## src/rtl/cmos_cfg_sequencer.sv

```systemverilog
// CMOS sensor power-up and register-table sequencer: power-down/reset timing, then walks a
// synchronous ROM issuing I2C writes and ms delays. Define CMOS_CFG_RETRY_EN for nack retries.
module cmos_cfg_sequencer #(
  parameter int unsigned CLOCK_MAIN = 200_000,
  parameter int unsigned LUT_SIZE   = 256,
  parameter int unsigned PWDN_MS    = 5,
  parameter int unsigned RST_MS     = 1,
  parameter int unsigned RUN_MS     = 20,
  parameter int unsigned RETRY_MAX  = 3
) (
  input  logic        sys_clk,
  input  logic        sys_rst,
  input  logic        start,
  output logic        cmos_pwdn,
  output logic        cmos_reset,
  output logic [7:0]  lut_index,
  input  logic [31:0] lut_data,
  output logic        i2c_req,
  output logic [15:0] i2c_addr,
  output logic [7:0]  i2c_wdata,
  input  logic        i2c_ack,
  input  logic        i2c_nack,
  output logic        busy,
  output logic        config_done,
  output logic        config_err,
  output logic [7:0]  err_index
);

  localparam int unsigned CycW = (CLOCK_MAIN > 1) ? $clog2(CLOCK_MAIN) : 1;
  localparam logic [CycW-1:0] CycLast = CycW'(CLOCK_MAIN - 1);
  localparam logic [7:0] IdxLast = 8'(LUT_SIZE - 1);

  localparam logic [7:0] TypeWrite = 8'h00;
  localparam logic [7:0] TypeDelay = 8'h01;
  localparam logic [7:0] TypeEnd   = 8'hFF;

  // Parameters outside these ranges are not supported; nothing is built for them.
  if ((LUT_SIZE < 2) || (LUT_SIZE > 256) || (RETRY_MAX > 255) || (CLOCK_MAIN < 1))
  begin : g_unsupported_cfg
  end

  typedef enum logic [3:0] {
    StIdle,
    StPwdnHold,
    StRstHold,
    StRunWait,
    StFetch,
    StDecode,
    StIssue,
    StWaitResp,
    StDelay,
    StDone,
    StError
  } state_e;

  state_e          state_q, state_d;
  logic [CycW-1:0] cyc_q, cyc_d;
  logic [15:0]     ms_q, ms_d;
  logic [15:0]     delay_q, delay_d;
  logic            cmos_pwdn_q, cmos_pwdn_d;
  logic            cmos_reset_q, cmos_reset_d;
  logic [7:0]      lut_index_q, lut_index_d;
  logic            i2c_req_q, i2c_req_d;
  logic [15:0]     i2c_addr_q, i2c_addr_d;
  logic [7:0]      i2c_wdata_q, i2c_wdata_d;
  logic            busy_q, busy_d;
  logic            done_q, done_d;
  logic            err_q, err_d;
  logic [7:0]      err_index_q, err_index_d;

`ifdef CMOS_CFG_RETRY_EN
  localparam int unsigned RetryW = $clog2(RETRY_MAX + 2);
  localparam logic [RetryW-1:0] RetryLast = RetryW'(RETRY_MAX);
  logic [RetryW-1:0] retry_q, retry_d;
`endif

  logic [15:0] ms_target;
  logic        tick;
  logic        tm_done;
  logic        advance;
  logic        go_err;
  logic [7:0]  entry_type;

  assign entry_type = lut_data[31:24];
  assign tick       = (cyc_q == CycLast);

  always_comb begin
    ms_target = delay_q;
    case (state_q)
      StPwdnHold: ms_target = 16'(PWDN_MS);
      StRstHold:  ms_target = 16'(RST_MS);
      StRunWait:  ms_target = 16'(RUN_MS);
      default:    ms_target = delay_q;
    endcase
  end

  assign tm_done = tick && (ms_q == ms_target - 16'd1);

  always_comb begin
    state_d      = state_q;
    cyc_d        = '0;
    ms_d         = '0;
    delay_d      = delay_q;
    cmos_pwdn_d  = cmos_pwdn_q;
    cmos_reset_d = cmos_reset_q;
    lut_index_d  = lut_index_q;
    i2c_req_d    = i2c_req_q;
    i2c_addr_d   = i2c_addr_q;
    i2c_wdata_d  = i2c_wdata_q;
    busy_d       = busy_q;
    done_d       = done_q;
    err_d        = err_q;
    err_index_d  = err_index_q;
    advance      = 1'b0;
    go_err       = 1'b0;
`ifdef CMOS_CFG_RETRY_EN
    retry_d      = retry_q;
`endif

    unique case (state_q)
      StIdle, StDone, StError: begin
        if (start) begin
          state_d      = StPwdnHold;
          lut_index_d  = '0;
          busy_d       = 1'b1;
          done_d       = 1'b0;
          err_d        = 1'b0;
          cmos_pwdn_d  = 1'b1;
          cmos_reset_d = 1'b0;
        end
      end
      StPwdnHold, StRstHold, StRunWait, StDelay: begin
        if (tm_done) begin
          unique case (state_q)
            StPwdnHold: begin
              state_d     = StRstHold;
              cmos_pwdn_d = 1'b0;
            end
            StRstHold: begin
              state_d      = StRunWait;
              cmos_reset_d = 1'b1;
            end
            StRunWait: state_d = StFetch;
            default:   advance = 1'b1;
          endcase
        end else begin
          // ms counter steps only when the cycle counter wraps, so no drift builds up.
          cyc_d = tick ? '0 : cyc_q + 1'b1;
          ms_d  = tick ? ms_q + 16'd1 : ms_q;
        end
      end
      StFetch: begin
        state_d = StDecode;
`ifdef CMOS_CFG_RETRY_EN
        retry_d = '0;
`endif
      end
      StDecode: begin
        case (entry_type)
          TypeWrite: state_d = StIssue;
          TypeDelay: begin
            if (lut_data[15:0] == 16'd0) begin
              advance = 1'b1;
            end else begin
              delay_d = lut_data[15:0];
              state_d = StDelay;
            end
          end
          TypeEnd: begin
            state_d = StDone;
            busy_d  = 1'b0;
            done_d  = 1'b1;
          end
          default: go_err = 1'b1;
        endcase
      end
      StIssue: begin
        // The ROM output is still addressed by lut_index, so a retry re-reads the same entry.
        i2c_addr_d  = lut_data[23:8];
        i2c_wdata_d = lut_data[7:0];
        i2c_req_d   = 1'b1;
        state_d     = StWaitResp;
      end
      StWaitResp: begin
        if (i2c_nack) begin
          i2c_req_d = 1'b0;
`ifdef CMOS_CFG_RETRY_EN
          if (retry_q == RetryLast) begin
            go_err = 1'b1;
          end else begin
            retry_d = retry_q + 1'b1;
            state_d = StIssue;
          end
`else
          go_err = 1'b1;
`endif
        end else if (i2c_ack) begin
          i2c_req_d = 1'b0;
          advance   = 1'b1;
        end
      end
      default: state_d = StIdle;
    endcase

    if (advance) begin
      if (lut_index_q == IdxLast) begin
        state_d = StDone;
        busy_d  = 1'b0;
        done_d  = 1'b1;
      end else begin
        lut_index_d = lut_index_q + 8'd1;
        state_d     = StFetch;
      end
    end

    if (go_err) begin
      state_d     = StError;
      i2c_req_d   = 1'b0;
      busy_d      = 1'b0;
      err_d       = 1'b1;
      err_index_d = lut_index_q;
    end
  end

  always_ff @(posedge sys_clk) begin
    if (sys_rst) begin
      state_q      <= StIdle;
      cyc_q        <= '0;
      ms_q         <= '0;
      delay_q      <= '0;
      cmos_pwdn_q  <= 1'b1;
      cmos_reset_q <= 1'b0;
      lut_index_q  <= '0;
      i2c_req_q    <= 1'b0;
      i2c_addr_q   <= '0;
      i2c_wdata_q  <= '0;
      busy_q       <= 1'b0;
      done_q       <= 1'b0;
      err_q        <= 1'b0;
      err_index_q  <= '0;
`ifdef CMOS_CFG_RETRY_EN
      retry_q      <= '0;
`endif
    end else begin
      state_q      <= state_d;
      cyc_q        <= cyc_d;
      ms_q         <= ms_d;
      delay_q      <= delay_d;
      cmos_pwdn_q  <= cmos_pwdn_d;
      cmos_reset_q <= cmos_reset_d;
      lut_index_q  <= lut_index_d;
      i2c_req_q    <= i2c_req_d;
      i2c_addr_q   <= i2c_addr_d;
      i2c_wdata_q  <= i2c_wdata_d;
      busy_q       <= busy_d;
      done_q       <= done_d;
      err_q        <= err_d;
      err_index_q  <= err_index_d;
`ifdef CMOS_CFG_RETRY_EN
      retry_q      <= retry_d;
`endif
    end
  end

  // Reset removes the request combinationally so the I2C master never sees it in the reset cycle.
  assign i2c_req     = i2c_req_q & ~sys_rst;
  assign cmos_pwdn   = cmos_pwdn_q;
  assign cmos_reset  = cmos_reset_q;
  assign lut_index   = lut_index_q;
  assign i2c_addr    = i2c_addr_q;
  assign i2c_wdata   = i2c_wdata_q;
  assign busy        = busy_q;
  assign config_done = done_q;
  assign config_err  = err_q;
  assign err_index   = err_index_q;

endmodule
```

## config.mk

```make
export PLATFORM = sky130hd
export DESIGN_NAME = cmos_cfg_sequencer
export DESIGN_NICKNAME = d
export VERILOG_FILES = /design/src/rtl/cmos_cfg_sequencer.sv
export SDC_FILE = /design/constraint.sdc
export NUM_CORES = 1
export LEC_CHECK = 0
export ABC_AREA = 1
export BUFFER_PORTS_ARGS = -buffer_cell sky130_fd_sc_hd__buf_2
export CAP_MARGIN = 20
export CORE_MARGIN = 2
export CORE_UTILIZATION = 35
export CTS_CLUSTER_DIAMETER = 80
export DETAILED_ROUTE_END_ITERATION = 7
export PLACE_DENSITY = 0.57
export SLEW_MARGIN = 20
export SYNTH_ARGS = -nofsm -noshare
export SYNTH_HDL_FRONTEND = slang
export SYNTH_SLANG_ARGS = --single-unit
```

## constraint.sdc

```tcl
create_clock -name sys_clk -period 2.6 [get_ports sys_clk]
set_clock_uncertainty 0.2 [all_clocks]
set_input_delay 0.52 -clock sys_clk [delete_from_list [all_inputs] [get_ports sys_clk]]
set_output_delay 0.52 -clock sys_clk [all_outputs]
set_load 0.005 [all_outputs]
```

After elaboration in Yosys (flattened, before gate mapping)
Cells that the tools add are included.

storage, ports and cells
  register bits = 100
  bits of input ports = 37
  logic and storage cells = 124

cells by class
  add/sub/neg operators = 4
  equality and inequality tests = 32
  multiplexer cells = 47
  bitwise operators = 4
  reduce and logical (&&, ||, !) cells = 22

operators with widths
  operator                                                              number
  16-bit one-hot mux with 3 select lines                                1
  8-bit two-way mux                                                     4
  1-bit two-way mux                                                     26
  4-bit two-way mux                                                     6
  4-bit one-hot mux with 3 select lines                                 2
  4-bit one-hot mux with 6 select lines                                 1
  18-bit by 1-bit adder with 18-bit output, second input constant       1
  18-bit == test, second input constant                                 1
  16-bit by 1-bit adder with 16-bit output, second input constant       1
  16-bit == test                                                        1
  4-bit by 3-bit == test with 1-bit output, second input constant       4
  8-bit == test, second input constant                                  2
  16-bit logical NOT                                                    1
  16-bit by 1-bit subtractor with 16-bit output, second input constant  1
  4-bit == test, second input constant                                  3
  3-bit != test, second input constant                                  4
  4-bit != test, second input constant                                  3
  1-bit one-hot mux with 2 select lines                                 6
  6-bit AND reduction                                                   2
  3-bit OR reduction                                                    4
  2-bit != test, second input constant                                  5
  5-bit != test, second input constant                                  2
  8-bit by 1-bit adder with 8-bit output, second input constant         1
  4-bit by 2-bit == test with 1-bit output, second input constant       2
  17 further kinds                                                      25

Longest topological paths before layout
  depth after elaboration = 9
  gate-level depth with buffers = 23

Least setup slack after synthesis
OpenSTA, ideal clock, no wires.

  path type = reg-to-reg
  start point = reg state_q[0]
  end point = reg ms_q[14]
  setup time = 0.117 ns
  data arrival time = 2.360 ns
  data required time = 2.283 ns
  setup slack = -0.077 ns
  stages on the path, launching flop included = 19
  period minus slack after synthesis = 2.677 ns
  cells stage by stage = dfxtp_1 -> inv_2 -> nand2_4 -> nand3_1 -> nand2_2 -> inv_1 -> ha_1 -> xor2_1 -> nand3b_1 -> nand3_1 -> nor2_1 -> nand2_1 -> nor2_1 -> nand3_1 -> nor2_2 -> nand3_1 -> nand2_1 -> buf_2 -> nor2_1

on the way
  word-level cells in the longest chain between the ends = 6

ends and longest elaborated chain
  item                                                                                                         line     text
  start, declared                                                                                              56       state_e state_q, state_d;
  start signal, assigned                                                                                       227      state_q <= StIdle;
  start signal, assigned                                                                                       245      state_q <= state_d;
  4-bit by 2-bit == test with 1-bit output / 4-bit by 1-bit == test with 1-bit output (equally long branches)  89, 120
  16-bit one-hot mux with 3 select lines                                                                       89       case (state_q)
  16-bit by 1-bit subtractor with 16-bit output                                                                97       assign tm_done = tick && (ms_q == ms_target - 16'd1);
  16-bit == test                                                                                               97
  1-bit logical AND                                                                                            97
  3-bit OR reduction (no source line) *                                                                        -
  end signal, assigned                                                                                         247      ms_q <= ms_d;
  end, declared                                                                                                58       logic [15:0] ms_q, ms_d;

Every way passes the cells marked *; elsewhere a longest branch is shown, timed or not.
A chain may end at the register's enable or synchronous reset.

Worst setup path in the final report
  start point = reg state_q[2]
  end point = reg state_q[1]

on the way
  word-level cells in the longest chain between the ends = 9

ends and longest elaborated chain
  item                                                                                                         line          text
  4-bit by 2-bit == test with 1-bit output / 4-bit by 1-bit == test with 1-bit output (equally long branches)  89, 120, 134
  16-bit one-hot mux with 3 select lines                                                                       89
  16-bit by 1-bit subtractor with 16-bit output                                                                97
  16-bit == test                                                                                               97
  1-bit logical AND                                                                                            97
  1-bit two-way mux                                                                                            133           if (tm_done) begin
  1-bit one-hot mux with 3 select lines                                                                        120           unique case (state_q)
  6-bit != test (no source line), or another cell as far along                                                 -
  6-bit AND reduction (no source line) / 4-bit two-way mux (equally long branches)                             -

Several ways; a longest one is shown, not always the timed one. The select of a mux whose other input is x is not followed.

==> metrics <==
Routed Antenna Nets=0; RSZ-0062 raised after global routing=yes; Worst EP arrival=2.76 ns; DIE WIDTH=126 µm; CTS tree=built; DRT iter0 DRCs=219; # nets final=952; Synthesized Nets=803; Max H-tree Level=3; total die area=0.0158 mm²; first-pass GRT wire length=23.6 mm; total CTS buffers=9; FP Rows=44; outcome=finished, violations left; global-route usage over all layers=18.1%; commonest non-fill, non-tap cell in the layout=nand2_1; Max Cap Viol=0; Routability Congestion=0.866; final hold slack=0.201 ns; most frequent cells in the layout=nand2_1 (126), nor2_1 (96), dfxtp_1 (96); flops & latches, synth=100; Least-Margin Pin Slew=0.502 ns; grt ovf=0; CP required=2.65 ns; hold crit path type=in2reg; crit path kind=reg2reg; Starting Density=35.7%; Setup crit end kind=flip-flop; boundary pin count=83; wl on met1=6.93 mm; final wirelength=14.4 mm; Max Buffers Root-to-Sink=2; # setup viols final=14; CTS sink count=100; Finished Layout Cells=1100; CP max-delay cell=dfxtp_2; vias in the first global route=4917; largest net degree at the start of global routing=42; Die H=126 µm; sequential share of the synthesized area=38.5%; leakage=3.17 nW; CTS root buffer=clkbuf_16; routed vias/inst=4.79; slew margin rel.=66.5%; Final Hold Viols=0; Clock Latency Late Sink=0.36 ns; Vias=5272; ratio of cells with drive above 1 in the final layout=29.3%; Post-Synthesis Cell Area=0.00519 mm²; max incr delay on CP=0.34 ns; worst slack, placed=-0.171 ns; Synth Area per Inst=6.82 µm²; Top Layer Used=met5; DP Wirelength=10.8 mm; Core Area=0.0145 mm²; power per cell area=728 mW/mm²; yosys warns=0; met3 WL=712 µm; area growth from synthesis to layout=36.1%; Max Freq=0.370 GHz; Max IR drop VDD=0.000451 V; worst-path maximum fanout=8; Post-Syn Instances=762; Cells after DPL=1073; met2 WL post-DR=6.56 mm; final setup TNS=-0.974 ns; fin crit share=104%; hold bufs inserted after CTS=0; Yosys cell types=40; Final Max Tran Viols=0; violated checks=setup timing; Period minus WS final=2.70 ns; Avg WL per Cell=13.1 µm; CP Cell Sequence=nor2_4 > buf_4 > buf_4 > buf_4 > nand2_2 > nand2_2 > nand2_4 > nor2_8 > nand3_1 > nand2_1 > inv_1 > nor2_2 > nand3_2 > nor2_4 > nand4_4 > nand2_8 > inv_6 > nand3_2 > nand3_2 > nand2_1 > inv_1; Clock transition at path regs=0.08 ns; CP startpoint kind=flip-flop; Port Buffers=82; TritonRoute pass-1 iters=5; Final WS setup=-0.103 ns; Final Power=5.15 mW; # DRC=0; # diodes=0; initial antenna violation count=1
==> per-layer routing <==
| layer | up-vias | GRT usage (%) |
|---|---|---|
| li1 | 2806 | - |
| met2 | 97 | 29.5 |
| met3 | 15 | 4.50 |
| met1 | 2352 | 24.2 |
| met5 | - | 0 |
| met4 | 2 | 4.65 |
==> logic make-up (layout without fill, tap and decap cells) <==
kind of cell	count (synthesis)	count (layout)	share of synthesized area [%]
simple gates	390	391	34.6
compound gates	129	129	13.6
buf+inv	119	272	8.96
flops	100	100	38.5
xor+xnor	20	20	3.37
fa+ha+maj	4	4	0.963
==> metrics by stage <==
stage	util (%)	cell area, µm²
after floorplan	-	5230
after global placement	43.5	6330
after detailed placement	43.5	6330
after CTS	46.7	6780
after global routing	48.6	7070
final	48.6	7070
==> path summary, 6_finish.rpt <==
check                           slack, ns                    start                         to  depth (start not counted)
worst max-delay path                -0.10  state_q[2]$_SDFFE_PP0P_    state_q[1]$_SDFFE_PP0P_                         21
worst min-delay path                 0.20             lut_data[23]  i2c_addr[15]$_SDFFE_PP0P_                          3
worst max register to register      -0.10  state_q[2]$_SDFFE_PP0P_    state_q[1]$_SDFFE_PP0P_                         21
worst min register to register       0.26  cmos_reset$_SDFFE_PP0P_    cmos_reset$_SDFFE_PP0P_                          2
==> layout make-up <==
cell class,instances,area (µm²)
fill,1545,7460
multi-input combinational,544,3080
sequential,100,2010
timing repair buffer,157,1070
inverter,99,379
clock buffer,9,225
clock inverter,7,76.3
tap,184,230
==> synthesized netlist by cell type (all sizes together) <==
cell type  number  area, µm²
o21bai          1       7.51
nand3          60        310
nor2          118        489
nor3           17       85.1
ha              4       50.1
clkbuf         14       52.6
a31oi           1       6.26
a21oi          47        235
o211ai          1       7.51
o21a            1       7.51
or2             3       18.8
nand4          19        125
nor3b           4       30.0
and3            2       12.5
nand3b          4       30.0
xnor2           2       17.5
nor4           11       68.8
xor2           18        158
inv            96        360
clkinv          3       11.3
dfxtp         100       2000
o21ai          59        299
buf             6       41.3
a211oi         17        128
a221oi          1       8.76
nand2         152        626
o31ai           1       7.51
==> power by group <==
part           switching [mW]  total, mW  internal [mW]
logic                    1.24       2.18          0.936
registers              0.0349       1.62           1.58
clock network           0.672       1.35          0.680
==> worst max-delay path, delay by kind of cell, from the launching register on <==
kind	cells	cell delay, ns
buffers and inverters	6	0.48
DFF	1	0.34
and+or+nand+nor	15	1.60
==> sequential cells by signal, summed over array words and instances, names as in the netlist <==
| register | flops |
|---|---|
| busy | 1 |
| cmos_pwdn | 1 |
| cmos_reset | 1 |
| config_done | 1 |
| config_err | 1 |
| cyc_q | 18 |
| delay_q | 16 |
| err_index | 8 |
| i2c_addr | 16 |
| i2c_req_q | 1 |
| i2c_wdata | 8 |
| lut_index | 8 |
| ms_q | 16 |
| state_q | 4 |
==> timing repair <==
| item | 4_1_cts | 5_1_grt |
|---|---|---|
| pin swaps | 20 | 27 |
| endpoints found under the hold margin | 0 | 0 |
| resized for setup | 29 | 57 |
| buffers inserted | 4 | 6 |
| gates cloned | 1 | 1 |
| setup endpoints to repair | 28 | 33 |
Power figures use the tool's default switching activity.
